==> config.mk <==
export PLATFORM = sky130hd
export DESIGN_NAME = led_pattern_decoder
export DESIGN_NICKNAME = d
export VERILOG_FILES = /design/src/rtl/led_pattern_decoder.sv
export SDC_FILE = /design/constraint.sdc
export NUM_CORES = 1
export LEC_CHECK = 0
export CORE_UTILIZATION = 53
export CTS_BUF_LIST = sky130_fd_sc_hd__clkbuf_4 sky130_fd_sc_hd__clkbuf_8
export DETAILED_ROUTE_END_ITERATION = 12
export PLACE_DENSITY = 0.83
export REMOVE_ABC_BUFFERS = 1
export SLEW_MARGIN = 30
export SYNTH_ARGS = -nofsm -noshare
export SYNTH_HDL_FRONTEND = slang
export SYNTH_SLANG_ARGS = --single-unit
==> constraint.sdc <==
create_clock -name Clk_50MHz -period 3.45 [get_ports Clk_50MHz]
set_input_delay 0.5175 -clock Clk_50MHz [delete_from_list [all_inputs] [get_ports Clk_50MHz]]
set_output_delay 0.5175 -clock Clk_50MHz [all_outputs]
set_load 0.01 [all_outputs]
==> src/rtl/led_pattern_decoder.sv <==
`default_nettype none
// ============================================================================
// Module : led_pattern_decoder
// Brief  : Glitch-filters an 8-LED bus and tracks the 13-step walking/flash
//          sequence; reports lock, step strobes, cycle count and errors.
//          Option macro LED_PATTERN_DECODER_DWELL_CAPTURE_EN adds Last_Dwell.
// Rev    : 1.0
// ============================================================================
module led_pattern_decoder #(
    parameter int FILTER_CYC  = 4,
    parameter int TIMEOUT_CYC = 16_000_000
) (
    input  logic        Clk_50MHz,
    input  logic        Reset_Onboard,
    input  logic [7:0]  LED_In,
    output logic [3:0]  Step_Index,
    output logic        Step_Strobe,
    output logic        Locked,
    output logic        Cycle_Done,
    output logic [15:0] Cycle_Count,
    output logic        Seq_Error,
    output logic [7:0]  Error_Count,
    output logic [27:0] Last_Dwell
);

    localparam logic [7:0]  C_FILTER_LAST  = 8'(FILTER_CYC - 1);
    localparam logic [27:0] C_TIMEOUT_LAST = 28'(TIMEOUT_CYC - 1);
    localparam logic [3:0]  C_CLS_ZERO     = 4'd8;
    localparam logic [3:0]  C_CLS_ONES     = 4'd9;
    localparam logic [3:0]  C_CLS_INVALID  = 4'd15;
    localparam logic [3:0]  C_LAST_STEP    = 4'd12;

    typedef enum logic [0:0] {
        ST_HUNT  = 1'b0,
        ST_TRACK = 1'b1
    } state_t;

    state_t      state_q;
    logic [7:0]  sync1_q, sync2_q, prev_q, accepted_q;
    logic [7:0]  stab_cnt_q, stab_cnt_d;
    logic        accept_q, accept_d;
    logic        event_q;
    logic [3:0]  class_q, class_d;
    logic [3:0]  step_next_d, expect_d;
    logic [27:0] dwell_q;
    logic        timeout_d;

    always_comb begin
        stab_cnt_d  = 8'd0;
        accept_d    = 1'b0;
        class_d     = C_CLS_INVALID;
        step_next_d = 4'd0;
        expect_d    = 4'd0;
        timeout_d   = 1'b0;

        // Count uses the next value so a change is accepted FILTER_CYC+2 cycles later.
        if (sync2_q == prev_q) begin
            stab_cnt_d = (stab_cnt_q == 8'hFF) ? stab_cnt_q : stab_cnt_q + 8'd1;
        end
        accept_d = (stab_cnt_d == C_FILTER_LAST) && (sync2_q != accepted_q);

        case (accepted_q)
            8'h80:   class_d = 4'd0;
            8'h40:   class_d = 4'd1;
            8'h20:   class_d = 4'd2;
            8'h10:   class_d = 4'd3;
            8'h08:   class_d = 4'd4;
            8'h04:   class_d = 4'd5;
            8'h02:   class_d = 4'd6;
            8'h01:   class_d = 4'd7;
            8'h00:   class_d = C_CLS_ZERO;
            8'hFF:   class_d = C_CLS_ONES;
            default: class_d = C_CLS_INVALID;
        endcase

        step_next_d = (Step_Index == C_LAST_STEP) ? 4'd0 : Step_Index + 4'd1;
        // Steps 8,10,12 show all-off and 9,11 all-on.
        if (step_next_d <= 4'd7) begin
            expect_d = step_next_d;
        end else if (!step_next_d[0]) begin
            expect_d = C_CLS_ZERO;
        end else begin
            expect_d = C_CLS_ONES;
        end

        timeout_d = (dwell_q == C_TIMEOUT_LAST);
    end

    always_ff @(posedge Clk_50MHz) begin
        if (Reset_Onboard) begin
            state_q     <= ST_HUNT;
            sync1_q     <= '0;
            sync2_q     <= '0;
            prev_q      <= '0;
            accepted_q  <= '0;
            stab_cnt_q  <= '0;
            accept_q    <= 1'b0;
            event_q     <= 1'b0;
            class_q     <= '0;
            dwell_q     <= '0;
            Step_Index  <= '0;
            Step_Strobe <= 1'b0;
            Locked      <= 1'b0;
            Cycle_Done  <= 1'b0;
            Cycle_Count <= '0;
            Seq_Error   <= 1'b0;
            Error_Count <= '0;
        end else begin
            sync1_q    <= LED_In;
            sync2_q    <= sync1_q;
            prev_q     <= sync2_q;
            stab_cnt_q <= stab_cnt_d;
            accept_q   <= accept_d;
            if (accept_d) begin
                accepted_q <= sync2_q;
            end
            event_q <= accept_q;
            class_q <= class_d;

            Step_Strobe <= 1'b0;
            Cycle_Done  <= 1'b0;
            Seq_Error   <= 1'b0;

            case (state_q)
                ST_HUNT: begin
                    Locked     <= 1'b0;
                    Step_Index <= 4'd0;
                    dwell_q    <= '0;
                    if (event_q && class_q == 4'd0) begin
                        state_q <= ST_TRACK;
                        Locked  <= 1'b1;
                    end
                end
                default: begin
                    if (event_q) begin
                        dwell_q <= '0;
                        if (class_q == expect_d) begin
                            Step_Index  <= step_next_d;
                            Step_Strobe <= 1'b1;
                            if (Step_Index == C_LAST_STEP) begin
                                Cycle_Done <= 1'b1;
                                if (Cycle_Count != 16'hFFFF) begin
                                    Cycle_Count <= Cycle_Count + 16'd1;
                                end
                            end
                        end else begin
                            Seq_Error  <= 1'b1;
                            Step_Index <= 4'd0;
                            if (Error_Count != 8'hFF) begin
                                Error_Count <= Error_Count + 8'd1;
                            end
                            if (class_q != 4'd0) begin
                                state_q <= ST_HUNT;
                                Locked  <= 1'b0;
                            end
                        end
                    end else if (timeout_d) begin
                        Seq_Error  <= 1'b1;
                        Step_Index <= 4'd0;
                        dwell_q    <= '0;
                        state_q    <= ST_HUNT;
                        Locked     <= 1'b0;
                        if (Error_Count != 8'hFF) begin
                            Error_Count <= Error_Count + 8'd1;
                        end
                    end else if (dwell_q != 28'hFFF_FFFF) begin
                        dwell_q <= dwell_q + 28'd1;
                    end
                end
            endcase
        end
    end

`ifdef LED_PATTERN_DECODER_DWELL_CAPTURE_EN
    logic [27:0] last_dwell_q;

    always_ff @(posedge Clk_50MHz) begin
        if (Reset_Onboard) begin
            last_dwell_q <= '0;
        end else if (state_q == ST_TRACK && event_q) begin
            last_dwell_q <= dwell_q + 28'd1;
        end
    end

    assign Last_Dwell = last_dwell_q;
`else
    assign Last_Dwell = '0;
`endif

endmodule
`default_nettype wire

==> metrics.yaml, run 1 <==
grt_pass1_vias: 3696
path_clk_slew_ns: 0.10
critPathMaxFanout: 14
grt_max_degree: 59
gp_congestion: 0.8302
fin_setup_tns_ns: 0
drtIter0Drc: 109
cts_setup_buffers: 0
drtAntennaViolNets: 0
crit_required_ns: 3.75
antenna_found_initial: 0
dieArea_mm2: 0.01016
crit_start: "Step_Index[3]$_SDFFE_PP0P_"
yosys_most_used_dff: "dfxtp_1"
synth_edf_count: 0
top_layer_used: "met4"
synthCells: 590
hold_buffers: 0
hold_slack_ns: 0.4399
yosysTopAreaCell: "dfxtp_1"
drc: 0
worst-setup-path-type: "register to register"
synth_seq_cells: 107
hp-class: "register to register"
final_hold_viol_count: 0
regArea_mm2: 0.002142
wl_met2_um: 4519
setup_viol: 0
cts_buffers: 9
syn_area_mm2: 0.005174
root_buffer: "clkbuf_8"
end_kind: "register"
first_pass_iters: 4
synthArstFlopShare: 0
cts_resized: 0
vias_per_cell: 5.370
seq_area_frac_synth: 0.4140
max_freq_ghz: 0.3467
track_usage: 0.1924
cp.arrival_ns: 3.18
clock_path_buffers: 2
drt-wirelength-per-cell_um: 12.41
die_width_um: 100.8
dp_hpwl_um: 6535
status: "complete, no violations"
synth_warnings: 0
cts_tree: "yes"
period_share: 0.8360
vias: 4022
grt-ovfl-total: 0
clock-sinks: 107
syn_to_final_growth_pct: 10.40
rsz0062_at_grt: "no"
synth_area_per_cell_um2: 8.769
multiInputGateArea_mm2: 0.002764
placedInstanceArea_mm2: 0.005529
io_buffers: 41
die_h_um: 100.8
start_kind: "register"
dr_wl_met3_um: 340
yosysUniqueCellTypes: 58
wirelength_um: 9294
fillers: 809
tightest_slew_ns: 0.9019
maxCapViolations: 0
peakVddDrop_uv: 232.9
fin_crit_ns: 2.884
synth_area_leaders: "dfxtp_1 (41%), nor2_1 (5.9%), xnor2_1 (4.7%)"
wl_met1_um: 4305
slew_violations: 0
start_util: 0.5547
fin_util: 0.6123
num_rows: 35
hp-start: "sync1_q[6]$_SDFF_PP0_"
r2r-start: "Step_Index[3]$_SDFFE_PP0P_"
leakage_nw: 1.999
power.density_mw_per_mm2: 361.2
grt_pass1_wl_um: 15940
maxSlewHeadroom: 0.3961
skew_ns: 0.01403
htree_levels: 3
nets: 631
stdcell_area_mm2: 0.005712
core_region_area_mm2: 0.009328
synth_top_area_frac: 0.4140
boundaryPins: 70
worst_skew_pair.late_latency_ns: 0.37
n_antenna_cell: 0
drive_above_1_share: 0.06935
final timing paths:
path                                 end  slack [ns]  cells past startpoint
max reg2reg  Error_Count[7]$_SDFFE_PP0P_        0.57                      7
min reg2reg        sync2_q[6]$_SDFF_PP0_        0.44                      1
min                sync2_q[6]$_SDFF_PP0_        0.44                      1
max          Error_Count[7]$_SDFFE_PP0P_        0.57                      7
registers in the layout (all words and copies together) (netlist names), 8 cells and up:
name and flops:
dwell_q 28, Cycle_Count 16, Error_Count 8, accepted_q 8, prev_q 8, stab_cnt_q 8, sync1_q 8, sync2_q 8
per-stage QoR:
step | cells | power [mW] | worst slack, ns
2_1_floorplan | 560 | 1.338 | 0.6546
3_3_place_gp | 733 | 1.368 | 0.7265
4_1_cts | 749 | 2.087 | 0.5675
5_1_grt | 749 | 2.149 | 0.2541
3_5_place_dp | 733 | 1.371 | 0.5758
6_report | 749 | 2.063 | 0.5658
synth_stat cells (all sizes together), types with 3 or more instances:
cell type  count
or2            6
a22o           3
buf           36
and3          14
dfxtp        107
nand4         23
inv            9
nor2          81
clkbuf        21
nor3          14
nor2b         39
or3            7
mux2i         11
a31oi          7
nand3         20
xor2          23
nand2b         7
or4b           3
o21ai         16
ha             6
a21oi         20
mux2           8
nand2         23
nand3b         4
xnor2         28
a31o           4
nor4          15
a211oi         4
o31ai          4
nor4b          4
worst max-delay path: stages (launching register included):
cell and delay (ns):
dfxtp_1 0.57, and4b_4 0.28, a311oi_4 0.30, a21oi_1 0.12, o211ai_2 0.36, o211ai_1 0.44, or4_1 0.59, a21oi_1 0.14
power breakdown:
group | switching (mW) | leakage [nW] | internal [mW]
registers | 0.0107 | 0.866 | 1.25
clock network | 0.445 | 0.0925 | 0.276
logic | 0.0491 | 1.04 | 0.0338
total | 0.505 | 2.00 | 1.56
metal layers:
layer,up-vias,global-route usage
met2,89,0.3309
li1,2042,-
met3,16,0.03606
met4,0,0.08027
met5,-,0
met1,1875,0.2362
kinds of logic after synthesis:
logic type | synth area share
AO/OA/AOI/OAI | 0.09214
flip-flops | 0.4140
buffers and inverters | 0.07255
multiplexers | 0.03869
other | 0.0007248
adder cells (fa/ha/maj) | 0.01644
XOR/XNOR | 0.08634
AND/OR/NAND/NOR | 0.2791
layout by cell type (no fill, tap or decap), drive strengths merged, types with 20 or more instances in the layout:
cell type / count
a21oi: 20
clkdlybuf4s50: 40
conb: 28
dfxtp: 107
nand2: 23
nand3: 20
nand4: 23
nor2: 81
nor2b: 39
xnor2: 28
xor2: 23
area by class of cell:
| type | count | area share |
|---|---|---|
| clock buffer | 9 | 0.02169 |
| clock inverter | 7 | 0.01030 |
| inverter | 9 | 0.005915 |
| multi-input combinational | 444 | 0.4839 |
| sequential | 107 | 0.3750 |
| tap | 129 | 0.02826 |
| timing repair buffer | 44 | 0.07492 |
Note: power is estimated with default switching activity, not from simulation.
==> run 2: changes to the inputs <==
--- a/config.mk
+++ b/config.mk
@@ -5,10 +5,10 @@
 export SDC_FILE = /design/constraint.sdc
 export NUM_CORES = 1
 export LEC_CHECK = 0
-export CORE_UTILIZATION = 53
+export CORE_UTILIZATION = 51
 export CTS_BUF_LIST = sky130_fd_sc_hd__clkbuf_4 sky130_fd_sc_hd__clkbuf_8
 export DETAILED_ROUTE_END_ITERATION = 12
-export PLACE_DENSITY = 0.83
+export PLACE_DENSITY = 0.84
 export REMOVE_ABC_BUFFERS = 1
 export SLEW_MARGIN = 30
 export SYNTH_ARGS = -nofsm -noshare
==> constraint.sdc (replaced) <==
create_clock -name Clk_50MHz -period 2.5 [get_ports Clk_50MHz]
set_input_delay 0.375 -clock Clk_50MHz [delete_from_list [all_inputs] [get_ports Clk_50MHz]]
set_output_delay 0.375 -clock Clk_50MHz [all_outputs]
set_load 0.01 [all_outputs]
==> run 2 against run 1 <==
Compared with the run above:
- worst hold slack got worse by 0.063 ns
- wire length increased by 6.6%
- clock skew grew 0.0025 ns
- sequential share of layout area fell by 1.4 points
- combinational power rose by 47%
- core utilization decreased by 0.75 points
- global-route usage increased by 0.34 points
- clock power rose by 54%
- cell area rose by 4.0%
- count of clock-buffer cells in the layout up 2
- critical path type unchanged
- largest power group unchanged
==> metrics.yaml, run 2 (same netlist as run 1, synthesis figures left out) <==
first_pass_iters: 4
grt_pass1_vias: 3744
vias_per_cell: 5.404
start_util: 0.5269
grt-ovfl-total: 0
drt-wirelength-per-cell_um: 12.87
rsz0062_at_grt: "yes"
setup_viol: 0
holdPathStages: 2
die_h_um: 102.7
crit_start: "Step_Index[0]$_SDFFE_PP0P_"
hold_buffers: 0
slew_violations: 0
drive_above_1_share: 0.1083
cts_tree: "yes"
nets: 648
core_region_area_mm2: 0.009819
status: "complete, no violations"
worst_skew_pair.late_latency_ns: 0.37
hold_slack_ns: 0.3768
critPathMaxFanout: 8
drtIter0Drc: 184
period_share: 0.9942
clock_path_buffers: 2
track_usage: 0.1958
peakVddDrop_uv: 292.5
drtAntennaViolNets: 0
clock-sinks: 107
start_kind: "register"
largest_register_ffs: 28
max_freq_ghz: 0.4023
whs_endpoint: "accepted_q[7]$_SDFFE_PP0P_"
crit_required_ns: 2.78
r2r_slack_ns: 0.01
die_width_um: 102.7
cts_buffers: 9
vias: 4161
final_cell_mix: "dfxtp_1 (106), nor2_1 (80), clkdlybuf4s50_1 (40)"
antenna_found_initial: 0
maxCapViolations: 0
end_kind: "register"
timing.rr.end: "Cycle_Count[3]$_SDFFE_PP0P_"
drc: 0
hp-start: "Reset_Onboard"
final_common_cell: "dfxtp_1"
worst-setup-path-type: "register to register"
power.density_mw_per_mm2: 500.8
top_regs: "dwell_q (28), Cycle_Count (16)"
root_buffer: "clkbuf_8"
fin_crit_ns: 2.486
grt_max_degree: 50
largest-register: "dwell_q"
power.total_mw: 2.974
num_rows: 36
final_hold_viol_count: 0
grt_pass1_wl_um: 16420
maxSlewHeadroom: 0.6704
gp_congestion: 0.9363
htree_levels: 3
leakage_nw: 2.105
boundaryPins: 70
dieArea_mm2: 0.01055
wirelength_um: 9910
path_clk_slew_ns: 0.11
n_antenna_cell: 0
hp-class: "input port to register"
tightest_slew_ns: 0.4899
r2r_cells: 8
cp.arrival_ns: 2.76
r2r-start: "Step_Index[0]$_SDFFE_PP0P_"
skew_ns: 0.01653
dp_hpwl_um: 6947
io_buffers: 41
syn_to_final_growth_pct: 14.80
[run 2: repair_timing]
action	in CTS	in global routing
setup buffers	0	3
endpoints found under the setup margin	0	19
gates resized for setup	0	16
[run 2: worst max-delay path, stage by stage, from the launching register on]
cell and delay, ns:
dfxtp_1 0.32, buf_4 0.16, and4b_4 0.21, a311oi_4 0.38
and3_1 0.26, o211ai_4 0.13, or2_1 0.28, nor4_2 0.28
mux2_2 0.37
[run 2: per-stage QoR]
step | worst slack [ns] | util | cell area, µm² | cells | TNS [ns]
4_1_cts | 0.009852 | 0.5965 | 5857 | 766 | 0
3_3_place_gp | 0.1143 | 0.5748 | 5644 | 750 | 0
3_5_place_dp | 0.01762 | 0.5748 | 5644 | 750 | 0
5_1_grt | -0.07559 | 0.6049 | 5939 | 770 | -0.4740
6_report | 0.01449 | 0.6049 | 5939 | 770 | 0
2_1_floorplan | -0.2954 | - | 4933 | 560 | -4.566
[run 2: power breakdown]
| group | internal (mW) | switching [mW] | leakage (nW) |
|---|---|---|---|
| sequential | 1.72 | 0.0153 | 0.867 |
| combinational | 0.0518 | 0.0701 | 1.13 |
| clock | 0.516 | 0.598 | 0.109 |
| total | 2.29 | 0.683 | 2.11 |
[run 2: how the worst max path moves through the flow]
stage | end | slack [ns] | cells past startpoint
floorplan | accepted_q[0]$_SDFFE_PP0P_ | -0.30 | 8
global placement | Cycle_Count[15]$_SDFFE_PP0P_ | 0.11 | 10
detailed placement | Cycle_Count[8]$_SDFFE_PP0P_ | 0.02 | 10
CTS | Cycle_Count[8]$_SDFFE_PP0P_ | 0.01 | 8
global route | Cycle_Count[3]$_SDFFE_PP0P_ | -0.08 | 8
finish | Cycle_Count[3]$_SDFFE_PP0P_ | 0.01 | 8
[run 2: layer usage]
layer,wire (µm),vias up,track usage,part of all wire
met2,4853,107,0.3333,0.49
li1,-,2083,-,-
met5,0,-,0,0
met1,4530,1958,0.2416,0.46
met4,150,0,0.08901,0.015
met3,375,13,0.03390,0.038
[run 2: area by class of cell]
cell class                 instances  area [µm²]
fill                             862        3880
tap                              133       166.4
multi-input combinational        444        2818
sequential                       107        2143
timing repair buffer              61       565.5
clock inverter                     5       67.56
clock buffer                      11       145.1
inverter                           9       33.78
==> run 3: changes to the inputs <==
--- a/config.mk
+++ b/config.mk
@@ -5,10 +5,10 @@
 export SDC_FILE = /design/constraint.sdc
 export NUM_CORES = 1
 export LEC_CHECK = 0
-export CORE_UTILIZATION = 51
+export CORE_UTILIZATION = 49
 export CTS_BUF_LIST = sky130_fd_sc_hd__clkbuf_4 sky130_fd_sc_hd__clkbuf_8
 export DETAILED_ROUTE_END_ITERATION = 12
-export PLACE_DENSITY = 0.84
+export PLACE_DENSITY = 0.81
 export REMOVE_ABC_BUFFERS = 1
 export SLEW_MARGIN = 30
 export SYNTH_ARGS = -nofsm -noshare
==> run 3 against run 2 <==
Compared with the run above:
- the run now ends with design-rule violations, negative setup slack left
- worst hold slack got worse by 0.013 ns
- clock skew increased by 0.0021 ns
- cell area increased by 2.1%
- die area increased by 4.0%
- register-to-register slack got worse by 0.04 ns
- global-route usage decreased by 0.79 points
- critical path type unchanged
- critical endpoint is now Cycle_Count[9]$_SDFFE_PP0P_
==> metrics.yaml, run 3 (same netlist as run 1, synthesis figures left out) <==
status: "finished, violations left"
violations: "design-rule violations, negative setup slack"
drtIter0Drc: 187
drtAntennaViolNets: 0
endpoint: "Cycle_Count[9]$_SDFFE_PP0P_"
power.density_mw_per_mm2: 484.2
path_clk_slew_ns: 0.12
maxCapViolations: 0
hold_slack_ns: 0.3634
grt_pass1_vias: 3958
crit_start: "Step_Index[0]$_SDFFE_PP0P_"
fillers: 880
grt-ovfl-total: 0
root_buffer: "clkbuf_8"
dieArea_mm2: 0.01097
largest_register_ffs: 28
syn_to_final_growth_pct: 17.24
placedInstanceArea_mm2: 0.005658
dp_slack_ns: -0.007811
cts_buffers: 9
hp-class: "input port to register"
clock-sinks: 107
path_cells: "buf_6, and4b_4, a311oi_4, buf_4, xor2_4, nand3b_4, nor4_4, buf_2, nand4_1, mux2_4"
r2r_cells: 10
skew_ns: 0.01867
grt_max_degree: 40
n_antenna_cell: 0
critPathMaxFanout: 7
final_hold_viol_count: 0
top_regs: "dwell_q (28), Cycle_Count (16)"
num_rows: 37
core_region_area_mm2: 0.01028
track_usage: 0.1879
period_share: 1.012
first_pass_iters: 9
fin_crit_ns: 2.530
end_kind: "register"
timing.rr.end: "Cycle_Count[9]$_SDFFE_PP0P_"
fin_cells: 781
leakage_nw: 2.177
vias: 4243
cpPeakStageDelay_ns: 0.34
setup_viol: 1
peakVddDrop_uv: 372.5
drt-wirelength-per-cell_um: 13.37
r2r-start: "Step_Index[0]$_SDFFE_PP0P_"
cts_tree: "yes"
wirelength_um: 10440
die_width_um: 104.8
start_kind: "register"
hold_buffers: 0
nets: 656
slew_violations: 0
max_freq_ghz: 0.3953
crit_required_ns: 2.78
final_common_cell: "dfxtp_1"
grt_pass1_wl_um: 17400
worst-setup-path-type: "register to register"
gp_congestion: 0.9077
dp_hpwl_um: 7131
worst_skew_pair.late_latency_ns: 0.38
regArea_mm2: 0.002150
largest-register: "dwell_q"
r2r_slack_ns: -0.03
vias_per_cell: 5.433
clock_path_buffers: 2
drive_above_1_share: 0.1364
antenna_found_initial: 0
multiInputGateArea_mm2: 0.002885
stdcell_area_mm2: 0.006066
start_util: 0.5034
dpl.cell_count: 756
final_cell_mix: "dfxtp_1 (103), nor2_1 (81), clkdlybuf4s50_1 (40)"
slowest_stage: "dfxtp_2"
io_buffers: 41
htree_levels: 3
die_h_um: 104.8
drc: 2
cp.arrival_ns: 2.81
fin_ws_ns: -0.03003
boundaryPins: 70
rsz0062_at_grt: "yes"
==> run 3: cell count changes in the layout (fill, tap and decap cells not counted), sizes merged <==
cell      before  now
clkbuf        11    9
bufinv         1    0
inv           11   12
buf           21   29
clkinv         2    3
clkinvlp       0    1
==> run 3: worst min-delay path by stage <==
| stage | start | endpoint | slack [ns] | depth (start not counted) |
|---|---|---|---|---|
| global route | Reset_Onboard | accepted_q[0]$_SDFFE_PP0P_ | 0.38 | 2 |
| global placement | accept_q$_SDFF_PP0_ | event_q$_SDFF_PP0_ | 0.42 | 1 |
| finish | Reset_Onboard | accepted_q[0]$_SDFFE_PP0P_ | 0.36 | 2 |
| floorplan | accept_q$_SDFF_PP0_ | event_q$_SDFF_PP0_ | 0.41 | 1 |
| CTS | Reset_Onboard | accepted_q[0]$_SDFFE_PP0P_ | 0.35 | 2 |
| detailed placement | accept_q$_SDFF_PP0_ | event_q$_SDFF_PP0_ | 0.42 | 1 |
==> run 3: metrics by stage <==
step	utilization	power, mW	setup TNS (ns)
4_1_cts	0.5704	2.949	0
2_1_floorplan	-	1.847	-4.566
3_5_place_dp	0.5505	1.895	-0.01401
3_3_place_gp	0.5505	1.891	0
6_report	0.5902	2.937	-0.03003
5_1_grt	0.5902	3.042	-0.1509
==> run 3: metal layers <==
layer / track usage / wire length (µm) / part of all wire / up-vias
li1: - / - / - / 2096
met3: 0.03556 / 364 / 0.035 / 24
met1: 0.2256 / 4650 / 0.45 / 2015
met5: 0 / 0 / 0 / -
met4: 0.06640 / 193 / 0.018 / 0
met2: 0.3335 / 5236 / 0.50 / 108
==> run 3: power breakdown <==
part	leakage (nW)	total, mW	internal [mW]	switching (mW)
logic	1.21	0.124	0.0528	0.0712
clock network	0.0994	1.07	0.399	0.675
registers	0.869	1.74	1.72	0.0165
==> run 3: cell type report <==
cell class | instances | area share
Timing Repair Buffer | 69 | 0.1023
Tap cell | 136 | 0.02805
Sequential cell | 107 | 0.3544
Inverter | 9 | 0.005982
Clock inverter | 7 | 0.01320
Multi-Input combinational cell | 444 | 0.4757
Clock buffer | 9 | 0.02042
==> run 3: timing repair <==
action / 4_1_cts / 5_1_grt
buffers inserted: 0 / 8
setup endpoints to repair: 6 / 28
gates cloned: 0 / 1
gates resized for setup: 1 / 31
pin swaps: 4 / 10
==> run 3: critical path, delay by kind of cell (launching register included) <==
family | cells | cell delay, ns
buffers and inverters | 3 | 0.52
flip-flops | 1 | 0.34
AND/OR/NAND/NOR | 4 | 0.78
multiplexers | 1 | 0.33
AO/OA/AOI/OAI | 1 | 0.29
XOR/XNOR | 1 | 0.18
